===== src/rtl/tag_mem_ctrl.sv =====
// Tag-memory front end: arbitrates the single tag port between the core tag path and a
// word-granular fill engine, with bounded starvation of the fill engine under core load.
module tag_mem_ctrl #(
    parameter int unsigned SIZE      = 8192,
    parameter int unsigned TAG_WIDTH = 4,
    parameter int unsigned LEN_WIDTH = 16,
    parameter int unsigned MAX_STALL = 4
) (
    input  logic                 clk,
    input  logic                 rst_n,
    input  logic                 core_req,
    output logic                 core_gnt,
    output logic                 core_rvalid,
    input  logic [31:0]          core_addr,
    input  logic                 core_we,
    input  logic [3:0]           core_be,
    input  logic [TAG_WIDTH-1:0] core_wdata_tag,
    output logic [TAG_WIDTH-1:0] core_rdata_tag,
    input  logic                 fill_start,
    input  logic [31:0]          fill_base,
    input  logic [LEN_WIDTH-1:0] fill_len,
    input  logic [TAG_WIDTH-1:0] fill_tag,
    input  logic                 fill_abort,
    output logic                 fill_busy,
    output logic                 fill_done,
    output logic                 fill_err,
    output logic                 tm_req,
    input  logic                 tm_gnt,
    input  logic                 tm_rvalid,
    output logic [31:0]          tm_addr,
    output logic                 tm_we,
    output logic [3:0]           tm_be,
    output logic [TAG_WIDTH-1:0] tm_wdata_tag,
    input  logic [TAG_WIDTH-1:0] tm_rdata_tag
);

    typedef enum logic [1:0] {IDLE, FILL, DONE} state_t;

    localparam int unsigned STALL_W = $clog2(MAX_STALL + 1);
    localparam logic [STALL_W-1:0] STALL_MAX = STALL_W'(MAX_STALL);

    state_t               state_q, state_d;
    logic [31:0]          addr_q, addr_d;
    logic [LEN_WIDTH-1:0] rem_q, rem_d;
    logic [STALL_W-1:0]   stall_cnt;
    logic                 owner_q;
    logic                 err_q, err_d;

    logic                 fill_want;
    logic                 sel_fill;
    logic                 fill_hs;
    logic                 start_bad;
    logic [32:0]          fill_end;

    // End address is computed one bit wider so a base near 4 GiB cannot wrap into range.
    assign fill_end  = {1'b0, fill_base} + {{(31 - LEN_WIDTH){1'b0}}, fill_len, 2'b00};
    assign start_bad = (fill_base[1:0] != 2'b00) || (fill_end > 33'(SIZE));

    assign fill_want = (state_q == FILL) && !fill_abort;
    assign sel_fill  = fill_want && (!core_req || stall_cnt == STALL_MAX);
    assign fill_hs   = sel_fill && tm_gnt;

    // NOTE: state and counters use non-blocking assignments so every flop samples the
    // same pre-edge values regardless of process evaluation order.
    always_ff @(posedge clk or negedge rst_n) begin
        if (!rst_n) begin
            state_q <= IDLE;
            addr_q  <= '0;
            rem_q   <= '0;
            err_q   <= 1'b0;
        end else begin
            state_q <= state_d;
            addr_q  <= addr_d;
            rem_q   <= rem_d;
            err_q   <= err_d;
        end
    end

    // NOTE: every signal driven here gets a default first, so no path can infer a latch.
    always_comb begin
        state_d = state_q;
        addr_d  = addr_q;
        rem_d   = rem_q;
        err_d   = 1'b0;
        unique case (state_q)
            IDLE: begin
                if (fill_start) begin
                    if (start_bad) begin
                        err_d = 1'b1;
                    end else if (fill_len == '0) begin
                        state_d = DONE;
                    end else begin
                        state_d = FILL;
                        addr_d  = fill_base;
                        rem_d   = fill_len;
                    end
                end
            end
            FILL: begin
                if (fill_abort) begin
                    state_d = DONE;
                end else if (fill_hs) begin
                    addr_d = addr_q + 32'd4;
                    rem_d  = rem_q - 1'b1;
                    if (rem_q == LEN_WIDTH'(1)) state_d = DONE;
                end
            end
            DONE:    state_d = IDLE;
            default: state_d = IDLE;
        endcase
    end

    always_comb begin
        fill_busy = (state_q == FILL);
        fill_done = (state_q == DONE);
        fill_err  = err_q;
        tm_req    = core_req || fill_want;
        core_gnt  = core_req && !sel_fill && tm_gnt;
        if (sel_fill) begin
            tm_addr      = addr_q;
            tm_we        = 1'b1;
            tm_be        = 4'hF;
            tm_wdata_tag = fill_tag;
        end else begin
            tm_addr      = core_addr;
            tm_we        = core_we;
            tm_be        = core_be;
            tm_wdata_tag = core_wdata_tag;
        end
    end

    // Counts core wins against a waiting fill write; at MAX_STALL the fill takes the port.
    always_ff @(posedge clk or negedge rst_n) begin
        if (!rst_n) begin
            stall_cnt <= '0;
        end else if (!fill_want || fill_hs) begin
            stall_cnt <= '0;
        end else if (core_gnt && stall_cnt != STALL_MAX) begin
            stall_cnt <= stall_cnt + 1'b1;
        end
    end

    // Responses arrive one cycle after their handshake; only core handshakes own them.
    always_ff @(posedge clk or negedge rst_n) begin
        if (!rst_n) owner_q <= 1'b0;
        else        owner_q <= core_gnt;
    end

    assign core_rvalid    = tm_rvalid && owner_q;
    assign core_rdata_tag = tm_rdata_tag;

endmodule


===== config.mk =====
export PLATFORM = sky130hd
export DESIGN_NAME = tag_mem_ctrl
export DESIGN_NICKNAME = d
export VERILOG_FILES = /design/src/rtl/tag_mem_ctrl.sv
export SDC_FILE = /design/constraint.sdc
export NUM_CORES = 1
export LEC_CHECK = 0
export CORE_UTILIZATION = 53
export DETAILED_ROUTE_END_ITERATION = 8
export GPL_TIMING_DRIVEN = 0
export PLACE_DENSITY = 0.86
export REMOVE_ABC_BUFFERS = 1
export SLEW_MARGIN = 20
export SYNTH_ARGS = -nofsm -noshare
export SYNTH_HDL_FRONTEND = slang
export SYNTH_SLANG_ARGS = --single-unit

===== constraint.sdc =====
create_clock -name clk -period 8.3 [get_ports clk]
set_clock_uncertainty 0.2 [all_clocks]
set_input_delay 1.245 -clock clk [delete_from_list [all_inputs] [get_ports clk]]
set_output_delay 1.245 -clock clk [all_outputs]
set_load 0.005 [all_outputs]

==> results of run 1 <==
-- power groups by stage --
stage | registers, mW | clock network (mW) | logic (mW)
2_1_floorplan | 0.322 | 0 | 0.305
3_3_place_gp | 0.331 | 0 | 0.480
3_5_place_dp | 0.333 | 0 | 0.495
4_1_cts | 0.328 | 0.196 | 0.497
5_1_grt | 0.333 | 0.205 | 0.550
6_report | 0.329 | 0.194 | 0.503
-- critical path, delay by kind of cell --
| family | cells | cell delay, ps |
|---|---|---|
| simple gates | 4 | 1590 |
| buf+inv | 4 | 1060 |
| compound gates | 6 | 1830 |
| fa+ha+maj | 2 | 650 |
-- cells in the mapped netlist (all sizes together), types with 7 or more instances --
cell type and count:
nor4 13, mux2 36, o22ai 20, xnor2 7
buf 17, o21ai 46, o31ai 11, dfrtp 55
ha 21, a21o 14, a21oi 98, nand3 36
and3 8, nand2 72, or2 10, nand4 19
clkbuf 29, nor3 14, nand2b 11, nor2 33
inv 25
-- registers in the layout, summed over array words and instances, names as in the netlist --
name       flops
state_q        2
owner_q        1
stall_cnt      3
rem_q         16
fill_err       1
addr_q        32
-- cells by family after synthesis --
| kind of cell | share of synthesized area [%] |
|---|---|
| flip-flops | 25.74 |
| buffers and inverters | 5.686 |
| AO/OA/AOI/OAI | 30.00 |
| XOR/XNOR | 1.638 |
| AND/OR/NAND/NOR | 22.95 |
| multiplexers | 8.704 |
| adder cells (fa/ha/maj) | 5.288 |
-- cell type report --
cell class | count | area [um^2] | area share, %
multi-input cells | 571 | 3679 | 52.58
repair buffers | 152 | 1567 | 22.39
flip-flops and latches | 55 | 1376 | 19.67
well taps | 133 | 166.4 | 2.379
inverters | 25 | 96.34 | 1.377
clock buffers | 6 | 72.57 | 1.037
clock inverters | 2 | 38.79 | 0.5545
-- layer usage --
metal	share of wire, %	track usage [%]
met3	9.0	5.951
met1	39	39.04
met5	0	0
met4	3.4	15.05
met2	48	55.79
-- path summary, 6_finish.rpt --
path	start	endpoint	slack, ps
max reg2reg	state_q[1]	addr_q[9]	3050
max	fill_len[0]	addr_q[9]	1950
min reg2reg	rem_q[8]	rem_q[8]	330
min	rem_q[8]	rem_q[8]	330
min in group asynchronous	rst_n	rem_q[0]	570
max in group asynchronous	rst_n	addr_q[22]	6830
-- metrics by stage --
stage	TNS (ps)	worst slack [ps]	utilization (%)
finish	0	1954	71.57
global route	0	1683	71.57
CTS	0	2029	71.57
detailed placement	0	1696	70.43
global placement	-90340	-1810	69.21
floorplan	0	695.1	-
==> impl_metrics.yaml, run 1 <==
route:
  wl_per_cell_um: 17.98
  first_iter_violations: 331
  route.vias.total: 6080
  wirelength_um: 16980
  final_antenna_net_count: 0
  drc: 0
  vias_per_cell: 6.441
  drtPass1Iterations: 5
timing:
  finalMaxSlewViolations: 0
  rsz0062_at_grt: "false"
  hold_viol_final: 0
  fmax_ghz: 0.1576
  tightest_slew_ps: 1027
  setup_viol: 0
  max_slew_margin_pct: 31.55
  finalCriticalPeriod_ps: 6346
  fin_crit_sh_pct: 76.46
  holdWs_ps: 326.9
logic_synthesis:
  ys.warnings.count: 0
  netlist-cell-type-count: 66
  synth-seq-cells: 55
  yosysTopAreaCell: "dfrtp_1"
  async_reset_ff_share_pct: 100.0
  synth_top_area_share_pct: 25.74
  syn_area_per_cell_um2: 7.672
  synthCells: 697
  synth_edf_count: 0
  synth_area_um2: 5348
  synth_top_cells_by_area: "dfrtp_1, a21oi_1, mux2_2"
  ys_seq_area_share_pct: 25.74
  ys.flop_type: "dfrtp_1"
cts:
  cts_tree: "yes"
  postCtsSetupBuffers: 0
  cts_sinks: 55
  insertion_delay_ps: 330
  path_clk_slew_ps: 110
  numCtsBuffers: 5
  cts_resized: 0
  h-tree-depth: 2
  clockRootBuffer: "clkbuf_8"
  ctsLongestPathBuffers: 2
  cts_hold_buf: 0
critical_path:
  crit_path_end_kind: "register"
  cp_slowest_cell: "o31ai_4"
  worst_path_most_repeated_cell: "buf_8"
  path_class: "in2reg"
  crit_path_max_incr_delay_ps: 710
  worstPathCellList: "clkdlybuf4s50_1, ha_1, fa_1, a21o_1, a221oi_4, o2111ai_1, and4b_1, or4_1, nor4_1, nand4b_1, o31ai_4, buf_8, buf_8, buf_8, a21oi_1, a21oi_1"
  reg2regPathDepth: 12
  cp-start-kind: "input pin"
  crit_fanout: 20
  required_ps: 8360
  critical_path_arrival_ps: 6410
global_routing:
  grtUsageTotal_pct: 32.40
  overflow: 0
  grt_pass1_wl_um: 26820
  antenna_found_initial: 0
  grt_max_degree: 95
  grt_pass1_vias: 5751
floorplan:
  io_pins: 155
  die_area_um2: 10500
  start_util_pct: 54.71
  die_h_um: 102.5
  rows: 36
  coreArea_um2: 9774
  die_x_um: 102.5
hold_path:
  holdCritPathClass: "reg2reg"
  whs_path_depth: 1
final_layout:
  final_layout_size_suffix_gt1_share_pct: 8.138
  final_cell_count_no_fill: 944
  n_antenna_cell: 0
  most-common-layout-cells: "clkdlybuf4s50_1, a21oi_1, nand2_1"
  area_growth_pct: 30.81
  stdcell_area_um2: 6995
  fin_nets: 936
  n_fill_cell: 774
  mostFrequentLayoutCell: "clkdlybuf4s50_1"
pwr:
  power_density_nw_per_um2: 146.7
  sequentialPowerShare_pct: 32.1
  p_leak_nw: 2.651
  clkPwrFrac_pct: 18.9
  p_int_mw: 0.6156
  p_total_mw: 1.027
  combPwrFrac_pct: 49.0
  ir_worst_vdd_mv: 0.1324
  sw_frac_of_total_pct: 40.03
  switchingPower_mw: 0.4110
place:
  gp_congestion: 0.9606
  port_buffers: 146
  dp_cells: 936
  hpwl_um: 13160
  placed_area_um2: 6884
run:
  drv_cap: 0
run_status:
  status: "finished clean"
Note: power is estimated with default switching activity, not from simulation.
==> run 2: changes to the inputs <==
Settings changed: CORE_UTILIZATION 53 to 44, PLACE_DENSITY 0.86 to 0.76.
Clock period 8.3 ns to 5.7 ns, I/O delays scaled along.
==> impl_metrics.yaml, run 2 (synthesis results as in run 1) <==
critical_path:
  rrSetupSlack_ps: 1020
  path_class: "in2reg"
  critical_path_arrival_ps: 5370
  cp-start-kind: "input pin"
  crit_fanout: 21
  required_ps: 5700
  crit_path_end_kind: "register"
route:
  vias_per_cell: 6.377
  wirelength_um: 17650
  route.vias.total: 6103
  drtPass1Iterations: 7
  drc: 11
  first_iter_violations: 531
  final_antenna_net_count: 0
  wl_per_cell_um: 18.45
pwr:
  power_density_nw_per_um2: 218.3
  ir_worst_vdd_mv: 0.1564
  p_leak_nw: 2.669
floorplan:
  start_util_pct: 46.05
  die_area_um2: 12600
  rows: 39
  die_x_um: 112.2
  io_pins: 155
  coreArea_um2: 11610
  die_h_um: 112.2
global_routing:
  grt_max_degree: 95
  antenna_found_initial: 0
  overflow: 0
  grtUsageTotal_pct: 27.26
  grt_pass1_vias: 5675
  grt_pass1_wl_um: 27720
final_layout:
  final_cell_count_no_fill: 957
  finish.utilization_pct: 60.73
  mostFrequentLayoutCell: "clkdlybuf4s50_1"
  largest_reg_flops: 32
  n_fill_cell: 1039
  most-common-layout-cells: "clkdlybuf4s50_1, a21oi_1, nand2_1"
  final_layout_size_suffix_gt1_share_pct: 8.600
  n_antenna_cell: 0
  largest_registers: "addr_q x32, rem_q x16, stall_cnt x3"
  top_register: "addr_q"
  area_growth_pct: 31.89
  fin_nets: 939
timing:
  rsz0062_at_grt: "false"
  tightest_slew_ps: 1061
  fin_crit_sh_pct: 94.32
  finalCriticalPeriod_ps: 5376
  setup_viol: 0
  hold_viol_final: 0
  fmax_ghz: 0.1860
  finalMaxSlewViolations: 0
  max_slew_margin_pct: 29.26
place:
  port_buffers: 146
  dp_cells: 945
  hpwl_um: 13190
  gp_congestion: 0.8959
run_status:
  failed_checks: "DRC"
  status: "complete, but fails checks"
hold_path:
  holdCritPathClass: "reg2reg"
cts:
  cts_tree: "yes"
  cts_sinks: 55
  insertion_delay_ps: 300
  h-tree-depth: 2
  path_clk_slew_ps: 80
  ctsLongestPathBuffers: 2
  clockRootBuffer: "clkbuf_16"
  numCtsBuffers: 5
run:
  drv_cap: 0
==> run 2: area by class of cell <==
cell class              count  area [um^2]  area share [%]
clock inverters             2        16.27          0.2306
multi-input cells         571         3685           52.24
inverters                  25        98.84           1.401
repair buffers            155         1569           22.25
well taps                 143        178.9           2.537
flip-flops and latches     55         1376           19.51
clock buffers               6        128.9           1.827
==> run 2: path summary, 6_finish.rpt <==
check / cells after the start / start / end
min: 1 / rem_q[8] / rem_q[8]
min in group asynchronous: 1 / rst_n / rem_q[3]
min reg2reg: 1 / rem_q[8] / rem_q[8]
max reg2reg: 11 / state_q[1] / addr_q[2]
max: 14 / fill_len[14] / addr_q[2]
max in group asynchronous: 1 / rst_n / addr_q[28]
==> run 2: timing repair <==
action | in CTS | in global routing
pin swaps | 1 | 1
gates resized for setup | 0 | 2
cloned | 0 | 0
hold buffers | 0 | 0
setup buffers | 1 | 3
endpoints found under the setup margin | 20 | 47
==> run 2: routing by layer <==
layer  part of all wire (%)  global-route usage, %
met5                      0                      0
met4                    2.6                  10.49
met3                    8.3                  4.698
met2                     48                  46.92
met1                     41                  34.10
==> run 2: power breakdown <==
group          switching (mW)  internal, mW
registers              0.0503         0.428
clock network           0.158         0.166
logic                   0.402         0.336
total                   0.610         0.929
==> run 2: critical path: stages <==
cell and delay, ps:
clkdlybuf4s50_1 520, ha_1 550, nand4_1 220, or4_1 560, o22a_1 230, a21o_1 180, a2111oi_0 500, nand4_1 230
nand4b_1 370, o31ai_4 450, buf_8 220, buf_6 210, mux2i_1 200, nand2_1 60
==> run 2: metrics by stage <==
stage | area (um^2) | worst slack (ps) | hold slack, ps | TNS [ps] | total power [mW]
6_report | 7053 | 323.7 | 303.6 | 0 | 1.539
5_1_grt | 7053 | 82.56 | 330.4 | 0 | 1.629
4_1_cts | 7022 | 121.3 | 302.9 | 0 | 1.527
3_5_place_dp | 6869 | -540.1 | 276.8 | -13500 | 1.203
3_3_place_gp | 6778 | -4600 | 277.4 | -332110 | 1.185
2_1_floorplan | 5137 | -1905 | 259.3 | -102650 | 0.9129
